[config.mk]
export PLATFORM = sky130hd
export DESIGN_NAME = embalador_garrafas
export DESIGN_NICKNAME = d
export VERILOG_FILES = /design/src/rtl/embalador_garrafas.sv
export SDC_FILE = /design/constraint.sdc
export NUM_CORES = 1
export LEC_CHECK = 0
export CAP_MARGIN = 20
export CORE_ASPECT_RATIO = 1.25
export CORE_MARGIN = 2
export CORE_UTILIZATION = 35
export DETAILED_ROUTE_END_ITERATION = 8
export GPL_TIMING_DRIVEN = 0
export RECOVER_POWER = 25
export REMOVE_ABC_BUFFERS = 1
export SETUP_SLACK_MARGIN = 0.1
export SLEW_MARGIN = 5
export SYNTH_ARGS = -nofsm -noshare
export SYNTH_HDL_FRONTEND = slang
export SYNTH_SLANG_ARGS = --single-unit
[constraint.sdc]
create_clock -name CLK -period 2.82 [get_ports CLK]
set_input_delay 0.705 -clock CLK [delete_from_list [all_inputs] [get_ports CLK]]
set_output_delay 0.705 -clock CLK [all_outputs]
set_load 0.005 [all_outputs]
[src/rtl/embalador_garrafas.sv]
// embalador_garrafas: buffers sealed bottles in a stock counter, packs them into boxes,
// closes each box and hands it to dispatch over a valid/ready handshake.
module embalador_garrafas #(
   parameter int BOX_SIZE     = 6,
   parameter int STOCK_MAX    = 65,
   parameter int CLOSE_CYCLES = 3
) (
   input  logic       CLK,
   input  logic       RST,
   input  logic       bottle_in,
   input  logic       box_ready,
   output logic       box_valid,
   output logic [6:0] stock,
   output logic [3:0] box_fill,
   output logic       stock_full,
   output logic       reject,
   output logic [7:0] boxes_total
);
   localparam int CW = (CLOSE_CYCLES > 1) ? $clog2(CLOSE_CYCLES) : 1;
   localparam logic [6:0]    SMAX   = 7'(STOCK_MAX);
   localparam logic [6:0]    BSTOCK = 7'(BOX_SIZE);
   localparam logic [3:0]    BLAST  = 4'(BOX_SIZE - 1);
   localparam logic [CW-1:0] CLAST  = CW'(CLOSE_CYCLES - 1);

   typedef enum logic [1:0] {IDLE, LOAD, CLOSE, OUT} state_t;

   state_t        state_q, state_d;
   logic [6:0]    stock_q, stock_d;
   logic [3:0]    fill_q, fill_d;
   logic [CW-1:0] cnt_q, cnt_d;
   logic          valid_q, valid_d;
   logic          reject_q, reject_d;
   logic [7:0]    total_q, total_d;
   logic          accept;

   always_comb begin
      accept   = bottle_in && (stock_q < SMAX);
      reject_d = bottle_in && !accept;
      state_d  = state_q;
      stock_d  = stock_q + {6'd0, accept};
      fill_d   = fill_q;
      cnt_d    = cnt_q;
      valid_d  = valid_q;
      total_d  = total_q;
      case (state_q)
         IDLE: if (stock_q >= BSTOCK) state_d = LOAD;
         // an accepted bottle and a moved bottle cancel out in the same cycle
         LOAD: begin
            stock_d = stock_q + {6'd0, accept} - 7'd1;
            fill_d  = fill_q + 4'd1;
            if (fill_q == BLAST) begin
               state_d = CLOSE;
               cnt_d   = '0;
            end
         end
         CLOSE: begin
            if (cnt_q == CLAST) begin
               state_d = OUT;
               valid_d = 1'b1;
            end else begin
               cnt_d = cnt_q + CW'(1);
            end
         end
         OUT: begin
            if (box_ready) begin
               state_d = IDLE;
               valid_d = 1'b0;
               fill_d  = 4'd0;
               total_d = total_q + 8'd1;
            end
         end
         default: state_d = IDLE;
      endcase
   end

   always_ff @(posedge CLK or negedge RST) begin
      if (!RST) begin
         state_q  <= IDLE;
         stock_q  <= 7'd0;
         fill_q   <= 4'd0;
         cnt_q    <= '0;
         valid_q  <= 1'b0;
         reject_q <= 1'b0;
         total_q  <= 8'd0;
      end else begin
         state_q  <= state_d;
         stock_q  <= stock_d;
         fill_q   <= fill_d;
         cnt_q    <= cnt_d;
         valid_q  <= valid_d;
         reject_q <= reject_d;
         total_q  <= total_d;
      end
   end

   assign box_valid   = valid_q;
   assign stock       = stock_q;
   assign box_fill    = fill_q;
   assign stock_full  = (stock_q == SMAX);
   assign reject      = reject_q;
   assign boxes_total = total_q;
endmodule

==> results.md, run 1 <==
* Die Y at 76.7 um
* FF-to-FF Start: stock[3]
* Clock net sink count at 25
* Global-route wire length before repair at 5.00 mm
* Cell Rows at 26
* TNS Setup at 0 ns
* Yosys warns at 0
* Final WL at 2.81 mm
* Most used cell, CP: ha_2
* Post-synthesis instance total at 146
* Mean post-synth cell area at 10.1 um2
* Crit Path Class: flop to flop
* Synthesized flop and latch total at 25
* Critical Path End: stock[6]
* Pre-CTS setup slack at 0.0729 ns
* Total gr overflow at 0
* CTS tree: yes
* Worst path required time at 3.01 ns
* Hold Crit Class: flop to flop
* DRC at 0
* CP Data Arrival Time at 2.68 ns
* Largest net degree at the start of global routing at 19
* Mapped cell area at 1480 um2
* Tcrit/Tclk final at 88.0%
* Area post-placement at 1770 um2
* Power, Total at 1.96 mW
* Setup slack, reg-to-reg at 0.34 ns
* Crit-path max FO at 6
* Area of the multi-input gates at 807 um2
* Die Area at 4770 um2
* Initial Util at 36.4%
* TritonCTS Buffers at 3
* Relative slew margins at 33.7%
* H-tree levels at 1
* Pwr dens at 1050 nW/um2
* Initial antenna violation count at 0
* Clock network latency to the later pin of the worst-skew pair at 0.26 ns
* Minimum clock period at 2.48 ns
* Top post-synthesis cells by area: dfrtp_1 42%, ha_1 10%, xnor2_1 6.5%, xor2_1 4.7%, nand2_1 4.3%
* Final instance area at 1870 um2
* Post-synthesis sequential area ratio at 42.3%
* Crit-path cells: nor3_4, nand2_1, o21ai_1, and2_1, ha_1, ha_2, inv_1, ha_2, nand3_2, nor4b_4, xnor2_1
* Hold_buf cts at 0
* Layout area overhead at 26.1%
* Worst-path clk slew at 0.09 ns
* Fin worst setup slack at 0.339 ns
* Synth area leader: dfrtp_1
* Reg-to-reg endpoint: stock[6]
* Final Hold Fails at 0
* GRT Util Overall at 12.3%
* Final setup fails at 0
* Antenna diodes at 0
* Post-synth EDFFs at 0
* Fin. max-slew vios at 0
* Worst Skew at 0.00287 ns
* Via count at 1100
* Worst Setup SP: stock[3]
* Share of the synthesized area in the top cell type at 42.3%
* Vias per inst at 4.78
* FFs w/ async S/R, synth at 100%
* CP startpoint kind: flop
* Die Width at 62.2 um
* Fill count at 393
* CP peak stage delay at 0.46 ns
* Core area at 4070 um2
* Fmax at 403 MHz
* GPL Wtd Cong at 0.825
* RSZ-0062 raised after global routing: false
* Ys flop type: dfrtp_1
* Slew @ Worst Pin at 0.995 ns
* Number of global-route vias before repair at 1133
* Clk root buf: clkbuf_8
* Longest Clk Path Bufs at 2
* Share of layout cells above drive strength 1 at 12.1%
* Net count, final at 191
* Post-DP HPWL at 2.09 mm
* CP endpoint kind: flop
* I/O pins at 26
* Number of max-cap violations at 0
* First drt pass iteration count at 3
* Leak pwr at 0.777 nW
* Max VDD drop at 439 uV
* Seq. cell area at 629 um2
* Slowest CP cell: dfrtp_2
* Post-route ant nets at 0
* Drt initial violations at 31
* Outcome: complete, no violations
* IO buf count at 25
* Routed WL per cell at 12.2 um
* Worst Reg-to-Reg Cells at 11
* Netlist cell types at 32
==> where the power goes <==
| part | switching, mW | internal [mW] |
|---|---|---|
| Clock | 0.113 | 0.0986 |
| Sequential | 0.199 | 0.506 |
| Combinational | 0.464 | 0.583 |
==> worst min-delay path by stage <==
stage,startpoint,end,cells after the start
floorplan,RST,box_fill[0],0
global placement,boxes_total[7],boxes_total[7],1
detailed placement,boxes_total[7],boxes_total[7],1
CTS,boxes_total[7],boxes_total[7],1
global route,boxes_total[4],boxes_total[4],1
finish,boxes_total[7],boxes_total[7],1
==> sequential cells by signal (all words and copies together) (netlist names) <==
| name | cells |
|---|---|
| boxes_total | 8 |
| stock | 7 |
| box_fill | 4 |
| cnt_q | 2 |
| state_q | 2 |
| box_valid | 1 |
| reject | 1 |
==> worst max-delay path, delay by kind of cell (launching register included) <==
kind	cells	cell delay, ns
buf+inv	1	0.09
xor+xnor	1	0.14
compound gates	1	0.16
simple gates	5	0.85
flops	1	0.46
fa+ha+maj	3	0.71
==> metrics by stage <==
stage / hold WS (ns) / util [%] / instances
floorplan: 0.409 / - / 140
global placement: 0.464 / 43.2 / 221
detailed placement: 0.472 / 43.6 / 222
CTS: 0.485 / 44.9 / 226
global route: 0.524 / 45.9 / 230
finish: 0.484 / 45.9 / 230
==> cells in the mapped netlist, types with 4 or more instances <==
cell type   n
buf_2       4
dfrtp_1    25
ha_1       12
inv_1       8
nand2_1    17
nand3_1     4
nand4_1     7
nor2_1      8
o21ai_0     6
xnor2_1    11
xor2_1      8
==> cell families after synthesis <==
group,Yosys count,share of synthesized area [%]
AOI/OAI and AO/OA,20,8.71
buffers and inverters,14,4.90
muxes,4,2.87
xor gates and xnor gates,20,13.1
DFF,25,42.3
adders and majority gates,12,10.1
and+or+nand+nor,51,18.0
==> routing by layer <==
metal / GRT usage, % / routed length, um / up-vias
met5: 0 / 0 / -
met4: 2.67 / 17 / 0
met3: 2.35 / 116 / 2
met2: 22.2 / 1390 / 22
met1: 15.3 / 1280 / 521
li1: - / - / 555
==> cell type report <==
cell class | count | area share (%)
Multi-Input combinational cell | 107 | 43.2
Sequential cell | 25 | 33.7
Timing Repair Buffer | 30 | 15.2
Tap cell | 56 | 3.75
Clock buffer | 3 | 2.21
Inverter | 8 | 1.61
Clock inverter | 1 | 0.268
==> cell usage in the layout, fill, tap and decap left out, types with 3 or more instances in the layout <==
cell	count
xnor2_1	11
nand2_1	17
xor2_1	8
o21a_1	3
dfrtp_2	3
buf_4	4
dfrtp_1	22
clkbuf_8	3
inv_1	8
clkdlybuf4s50_1	24
nand3_1	4
nor2_1	8
o21ai_0	5
nand2b_1	3
ha_1	10
o22ai_1	3
nand4_1	7
==> repair_timing <==
item,CTS,global route
buffers inserted,0,4
resized for setup,2,7
endpoints found under the setup margin,1,4
hold endpoints to repair,0,0
No activity file was read; power rests on OpenSTA's default activity.
==> inputs of run 2 (changes only) <==
--- a/config.mk
+++ b/config.mk
@@ -5,6 +5,8 @@
 export SDC_FILE = /design/constraint.sdc
 export NUM_CORES = 1
 export LEC_CHECK = 0
+export ABC_AREA = 1
+export ABC_CLOCK_PERIOD_IN_PS = 3100
 export CAP_MARGIN = 20
 export CORE_ASPECT_RATIO = 1.25
 export CORE_MARGIN = 2
==> constraint.sdc (replaced) <==
create_clock -name CLK -period 3.1 [get_ports CLK]
set_input_delay 0.775 -clock CLK [delete_from_list [all_inputs] [get_ports CLK]]
set_output_delay 0.775 -clock CLK [all_outputs]
set_load 0.005 [all_outputs]
==> run 2 against run 1 <==
  * Sequential share of layout area grew 0.84 points
  * Routed wire length fell by 6.2%
  * Non-clock buffer count decreased by 4
  * Global-route usage up 0.11 points
  * First-iteration DRC count down 23%
  * Combinational power is 26% lower
  * Maximum frequency down 3.6%
  * Via count rose by 0.27%
  * Final area decreased by 3.0%
  * Total power fell by 20%
  * Largest cell class unchanged
  * Highest routed layer unchanged
==> results.md, run 2 <==
* Mapped cell area at 1440 um2 (-2.9%)
* Post-synthesis instance total at 168 (+15%)
* Synthesized flop and latch total at 25 (unchanged)
* Outcome: complete, no violations
* Longest Clk Path Bufs at 2 (unchanged)
* Number of max-cap violations at 0 (unchanged)
* Layout area overhead at 25.9%
* IO buf count at 25 (unchanged)
* Fill count at 417 (+6.1%)
* Ys flop type: dfrtp_1
* Sequential power share at 38.1% (+2.2 points)
* Post-DP HPWL at 2.02 mm (-3.5%)
* Net count, final at 215 (+13%)
* Minimum clock period at 2.57 ns (+0.0924 ns)
* Netlist cell types at 22 (-31%)
* Most frequent cells after synthesis: 36 x nand2_1, 29 x inv_1, 25 x dfrtp_1
* Commonest non-fill, non-tap cells in the layout: 36 x nand2_1, 29 x inv_1, 25 x dfrtp_1
* Highest metal used: met4
* Drt initial violations at 24 (-23%)
* Buf+Inv Stages, Crit Path at 2 (+1)
* Internal power at 0.933 mW (-21%)
* Sw frac at 40.8% (+1.3 points)
* Power, Total at 1.58 mW (-20%)
* Worst path required time at 3.28 ns (+0.27 ns)
* Post-synthesis sequential area ratio at 43.5% (+1.3 points)
* GPL Wtd Cong at 0.766 (-7.2%)
* Relative slew margins at 53.4% (+20 points)
* Most common cell in the netlist: nand2_1
* Most common cell after layout, fill and taps aside: nand2_1
* DRC at 0 (unchanged)
* FFs w/ async S/R, synth at 100% (unchanged)
* Delay-heaviest family, CP: simple AND/OR/NAND/NOR gates
* Global-route wire length before repair at 4.29 mm (-14%)
* Final setup fails at 0 (unchanged)
* Max VDD drop at 342 uV (-22%)
* Vias per inst at 4.34 (-9.2%)
* H-tree levels at 1 (unchanged)
* Clock net sink count at 25 (unchanged)
* Die Width at 61.3 um (-1.4%)
* Tcrit/Tclk final at 83.0% (-5.0 points)
* CP endpoint kind: flop
* Hold_buf cts at 0 (unchanged)
* Fin cells at 254 (+10%)
* GRT Util Overall at 12.4% (+0.11 points)
* I/O pins at 26 (unchanged)
* Post-CTS Resized at 0 (-2)
* Mean post-synth cell area at 8.56 um2 (-16%)
* Max reg flops at 8 (unchanged)
* Crit-path max FO at 6 (unchanged)
* Fin. max-slew vios at 0 (unchanged)
* Leak pwr at 0.887 nW (+14%)
* Slowest CP cell: dfrtp_1
* Largest family of logic cells by synthesized area: simple AND/OR/NAND/NOR gates
* Synth Area in Compound Gates at 5.74% (-3.0 points)
* Number of global-route vias before repair at 993 (-12%)
* Routed WL per cell at 10.4 um (-15%)
* Part of the power in combinational logic at 49.2% (-4.1 points)
* Antenna diodes at 0 (unchanged)
* RSZ-0062 raised after global routing: false
* Psw at 0.643 mW (-17%)
* Clock network latency to the later pin of the worst-skew pair at 0.27 ns (about the same)
* Clock power share at 12.7% (+1.9 points)
* Share of the synthesized area in the top cell type at 43.5% (+1.3 points)
* Slew @ Worst Pin at 0.696 ns (-0.299 ns)
* Largest net degree at the start of global routing at 16 (-3)
* Post-route ant nets at 0 (unchanged)
* Worst Skew at 0.00305 ns (+0.000181 ns)
* Crit-path cells: nor2_1, nand3b_1, o31ai_1, and2_1, ha_1, ha_1, inv_1, ha_1, nand2_1, nor2_1, nand2_1, nor2_2, nand3_1, nand2_1, inv_1
* Post-synth EDFFs at 0 (unchanged)
* Met2 Routed Length at 1.24 mm (-11%)
* Total gr overflow at 0 (unchanged)
* M1 WL at 1.27 mm (-1.4%)
* XOR/XNOR Fraction of Synth Area at 9.05% (-4.1 points)
* Pwr dens at 871 nW/um2 (-17%)
* CP Data Arrival Time at 2.75 ns (+0.07 ns)
* Hold Slack at 0.469 ns (-0.0147 ns)
* Via count at 1103 (+0.27%)
* First drt pass iteration count at 4 (+1)
* Hold Crit Class: flop to flop
* Placed insts at 250 (+13%)
* Final Hold Fails at 0 (unchanged)
* CP peak stage delay at 0.45 ns (about the same)
* Top post-synthesis cells by area: dfrtp_1 44%, ha_1 10%, nand2_1 9.4%, inv_1 7.6%, xor2_1 4.3%
* CTS tree: yes
* Worst-path clk slew at 0.09 ns (about the same)
* Fin worst setup slack at 0.526 ns (+0.188 ns)
* Synth Area in Adders at 10.4% (+0.30 points)
* TNS Setup at 0 ns (unchanged)
* Fmax at 389 MHz (-3.6%)
* Yosys warns at 0 (unchanged)
* Final WL at 2.64 mm (-6.2%)
* Clk root buf: clkbuf_8
* Initial antenna violation count at 0 (unchanged)
* TritonCTS Buffers at 3 (unchanged)
* Mux contribution to synthesized area at 0% (-2.9 points)
* Initial Util at 35.9% (-0.47 points)
* Met3 WL at 76 um (-34%)
* CP startpoint kind: flop
* Share of layout cells above drive strength 1 at 7.58% (-4.5 points)
* Die Area at 4640 um2 (-2.7%)
* Cell Rows at 26 (unchanged)
* Simple-gate area share of the yosys netlist at 23.4% (+5.4 points)
* Crit Path Class: flop to flop
* Die Y at 75.7 um (-1.4%)
* Synth area leader: dfrtp_1
* Core area at 4000 um2 (-1.6%)
* Postcts setup bufs at 0 (unchanged)
* Pre-CTS setup slack at 0.273 ns (+0.200 ns)
-- run 2: cell types whose count changed after synthesis, moves of 4 or more --
cell,previous run,this run
inv_1,8,29
nand2_1,17,36
o21ai_0,6,12
nor2_2,0,5
xnor2_1,11,6
buf_2,4,0
nand3_1,4,8
-- run 2: cell type report --
cell class              count  area (um2)  area share, %
multi-input cells         113         699           38.6
inverters                  30         113           6.22
clock buffers               3        41.3           2.28
flip-flops and latches     25         626           34.6
repair buffers             26         254           14.0
well taps                  56        70.1           3.87
clock inverters             1        7.51          0.415
-- run 2: cell families after synthesis --
| group | Yosys count |
|---|---|
| adder cells (fa/ha/maj) | 12 |
| flip-flops | 25 |
| AO/OA/AOI/OAI | 15 |
| XOR/XNOR | 14 |
| buffers and inverters | 30 |
| AND/OR/NAND/NOR | 72 |
-- run 2: worst reg2reg max path: cells and delay by family (launching register included) --
| kind | cells | cell delay [ns] |
|---|---|---|
| buf+inv | 2 | 0.11 |
| flops | 1 | 0.45 |
| compound gates | 1 | 0.28 |
| simple gates | 9 | 1.03 |
| fa+ha+maj | 3 | 0.61 |
-- run 2: path summary, 6_finish.rpt --
| kind | start | end | slack, ns | cells past startpoint |
|---|---|---|---|---|
| max | stock[3] | stock[6] | 0.53 | 15 |
| max in group asynchronous | RST | boxes_total[2] | 1.11 | 2 |
| min | boxes_total[7] | boxes_total[7] | 0.47 | 1 |
| min reg2reg | boxes_total[7] | boxes_total[7] | 0.47 | 1 |
| min in group asynchronous | RST | stock[1] | 0.98 | 1 |
| max reg2reg | stock[3] | stock[6] | 0.53 | 15 |
-- run 2: metrics by stage --
stage	utilization (%)	instance area (um2)
after global placement	43.9	1760
after CTS	45.5	1820
after detailed placement	44.3	1770
final	45.2	1810
after floorplan	-	1440
after global routing	45.2	1810
-- run 2: layer usage --
| layer | vias to the layer above | track usage [%] |
|---|---|---|
| li1 | 583 | - |
| met1 | 496 | 15.9 |
| met2 | 18 | 20.3 |
| met3 | 6 | 2.55 |
| met4 | 0 | 5.07 |
| met5 | - | 0 |
-- run 2: power by group through the flow --
stage / Clock (mW) / Combinational [mW] / Sequential [mW]
5_1_grt: 0.223 / 0.896 / 0.625
3_3_place_gp: 0 / 0.777 / 0.608
3_5_place_dp: 0 / 0.786 / 0.607
2_1_floorplan: 0 / 0.485 / 0.586
4_1_cts: 0.215 / 0.791 / 0.602
6_report: 0.200 / 0.776 / 0.600
==> inputs of run 3 (changes only) <==
--- a/config.mk
+++ b/config.mk
@@ -6,7 +6,7 @@
 export NUM_CORES = 1
 export LEC_CHECK = 0
 export ABC_AREA = 1
-export ABC_CLOCK_PERIOD_IN_PS = 3100
+export ABC_CLOCK_PERIOD_IN_PS = 2240
 export CAP_MARGIN = 20
 export CORE_ASPECT_RATIO = 1.25
 export CORE_MARGIN = 2
==> constraint.sdc (replaced) <==
create_clock -name CLK -period 2.24 [get_ports CLK]
set_input_delay 0.56 -clock CLK [delete_from_list [all_inputs] [get_ports CLK]]
set_output_delay 0.56 -clock CLK [all_outputs]
set_load 0.005 [all_outputs]
==> run 3 against run 2 <==
  * First-iteration DRC count up 42%
  * The run now ends with negative setup slack left
  * Global-route usage grew 1.6 points
  * Non-clock buffer count grew 27
  * Highest routed layer unchanged
  * Critical endpoint is now stock[2]
  * Final area up 15%
  * Total power grew 68%
  * Utilization grew 6.9 points
  * Cell count rose by 11%
  * Die area unchanged
==> results.md, run 3 (synthesized netlist as in run 2, its figures left out) <==
* Hold_buf cts at 0 (unchanged)
* Number of global-route vias before repair at 1120 (+13%)
* Layout area overhead at 45.3%
* Vias per inst at 4.34 (-0.10%)
* Net count, final at 242 (+13%)
* CP startpoint kind: flop
* Number of max-cap violations at 0 (unchanged)
* Setup slack, reg-to-reg at -0.05 ns (-0.58 ns)
* Fmax at 437 MHz (+12%)
* Hold Crit Class: flop to flop
* Clock net sink count at 25 (unchanged)
* Antenna diodes at 0 (unchanged)
* Cell Rows at 26 (unchanged)
* Clock network latency to the later pin of the worst-skew pair at 0.27 ns (about the same)
* Die Area at 4640 um2 (unchanged)
* I/O pins at 26 (unchanged)
* Worst path required time at 2.41 ns (-0.87 ns)
* Most common cell after layout, fill and taps aside: nand2_1
* Power, Total at 2.65 mW (+68%)
* Die Y at 75.7 um (unchanged)
* Post-route ant nets at 0 (unchanged)
* Routed WL per cell at 10.8 um (+3.7%)
* RSZ-0062 raised after global routing: true
* First drt pass iteration count at 4 (unchanged)
* Die Width at 61.3 um (unchanged)
* CP Data Arrival Time at 2.46 ns (-0.29 ns)
* CP endpoint kind: flop
* Max VDD drop at 547 uV (+60%)
* Initial antenna violation count at 0 (unchanged)
* Area post-placement at 1770 um2 (unchanged)
* Core area at 4000 um2 (unchanged)
* Minimum clock period at 2.29 ns (-0.284 ns)
* Share of layout cells above drive strength 1 at 24.4% (+17 points)
* Max reg flops at 8 (unchanged)
* Slew @ Worst Pin at 0.693 ns (-0.00337 ns)
* Final setup fails at 4 (+4)
* Final instance area at 2090 um2 (+15%)
* Final WL at 3.03 mm (+15%)
* TNS Setup at -0.116 ns (-0.116 ns)
* Drt initial violations at 34 (+42%)
* Via count at 1219 (+11%)
* GRT Util Overall at 14.0% (+1.6 points)
* Total gr overflow at 0 (unchanged)
* Commonest non-fill, non-tap cells in the layout: 35 x nand2_1, 28 x inv_1, 26 x buf_4
* Tcrit/Tclk final at 102% (+19 points)
* Worst-path clk slew at 0.10 ns (about the same)
* Crit Path Class: flop to flop
* Longest Clk Path Bufs at 2 (unchanged)
* Crit-path max FO at 2 (-4)
* Fin worst setup slack at -0.0497 ns (-0.576 ns)
* TritonCTS Buffers at 3 (unchanged)
* IO buf count at 25 (unchanged)
* Fin. max-slew vios at 0 (unchanged)
* CTS tree: yes
* DRC at 0 (unchanged)
* Final Hold Fails at 0 (unchanged)
* Failing checks: negative setup slack
* Pre-CTS setup slack at -0.372 ns (-0.645 ns)
* Outcome: complete, but fails checks
* Clk root buf: clkbuf_8
* Initial Util at 35.9% (unchanged)
* Largest net degree at the start of global routing at 16 (unchanged)
* Relative slew margins at 53.7% (+0.23 points)
* GPL Wtd Cong at 0.766 (unchanged)
* Worst Skew at 0.00615 ns (+0.00310 ns)
* Leak pwr at 1.03 nW (+16%)
* Global-route wire length before repair at 4.83 mm (+13%)
* H-tree levels at 1 (unchanged)
* Post-DP HPWL at 2.02 mm (unchanged)
* Pwr dens at 1270 nW/um2 (+46%)
run 3: path summary, 6_finish.rpt:
| kind | startpoint | end | cells after the start |
|---|---|---|---|
| hold / removal | boxes_total[7] | boxes_total[7] | 1 |
| hold reg to reg | boxes_total[7] | boxes_total[7] | 1 |
| setup reg to reg | stock[3] | stock[2] | 13 |
| min in group asynchronous | RST | stock[0] | 1 |
| setup / recovery | stock[3] | stock[2] | 13 |
| max in group asynchronous | RST | boxes_total[2] | 2 |
run 3: repair_timing:
action	CTS	global route
setup buffers	25	3
pin swaps	8	7
resized for setup	12	7
setup endpoints to repair	7	6
run 3: layout make-up:
| class | count | area [um2] |
|---|---|---|
| repair buffers | 53 | 459 |
| well taps | 56 | 70.1 |
| clock buffers | 3 | 41.3 |
| fillers | 392 | 1910 |
| inverters | 30 | 115 |
| multi-input cells | 113 | 767 |
| flip-flops and latches | 25 | 628 |
| clock inverters | 1 | 7.51 |
run 3: report_power, final:
part | total (mW) | switching [mW] | internal (mW) | leakage (nW)
logic | 1.55 | 0.697 | 0.858 | 0.695
clock network | 0.282 | 0.155 | 0.126 | 0.0217
registers | 0.818 | 0.188 | 0.629 | 0.312
run 3: routing by layer:
layer	track usage (%)	vias up	part of all wire [%]
met3	2.55	6	2.5
met1	17.3	556	47
met4	5.07	0	1.9
met5	0	-	0
met2	24.1	20	49
li1	-	637	-
run 3: per-stage QoR:
stage,utilization [%],cells,hold slack [ns]
after floorplan,-,168,0.264
after global placement,43.9,249,0.461
after detailed placement,44.3,250,0.467
after CTS,51.5,279,0.481
after global routing,52.2,281,0.492
final,52.2,281,0.469
run 3: worst max-delay path, stage by stage (launching register included):
cell and delay, ns:
dfrtp_1 0.41, nor2_2 0.14, nand3b_1 0.11, o31ai_2 0.26, and2_4 0.22, ha_4 0.13
ha_4 0.20, inv_4 0.06, ha_4 0.12, nand2_2 0.05, buf_4 0.14, buf_6 0.10
buf_4 0.13, xnor2_2 0.12
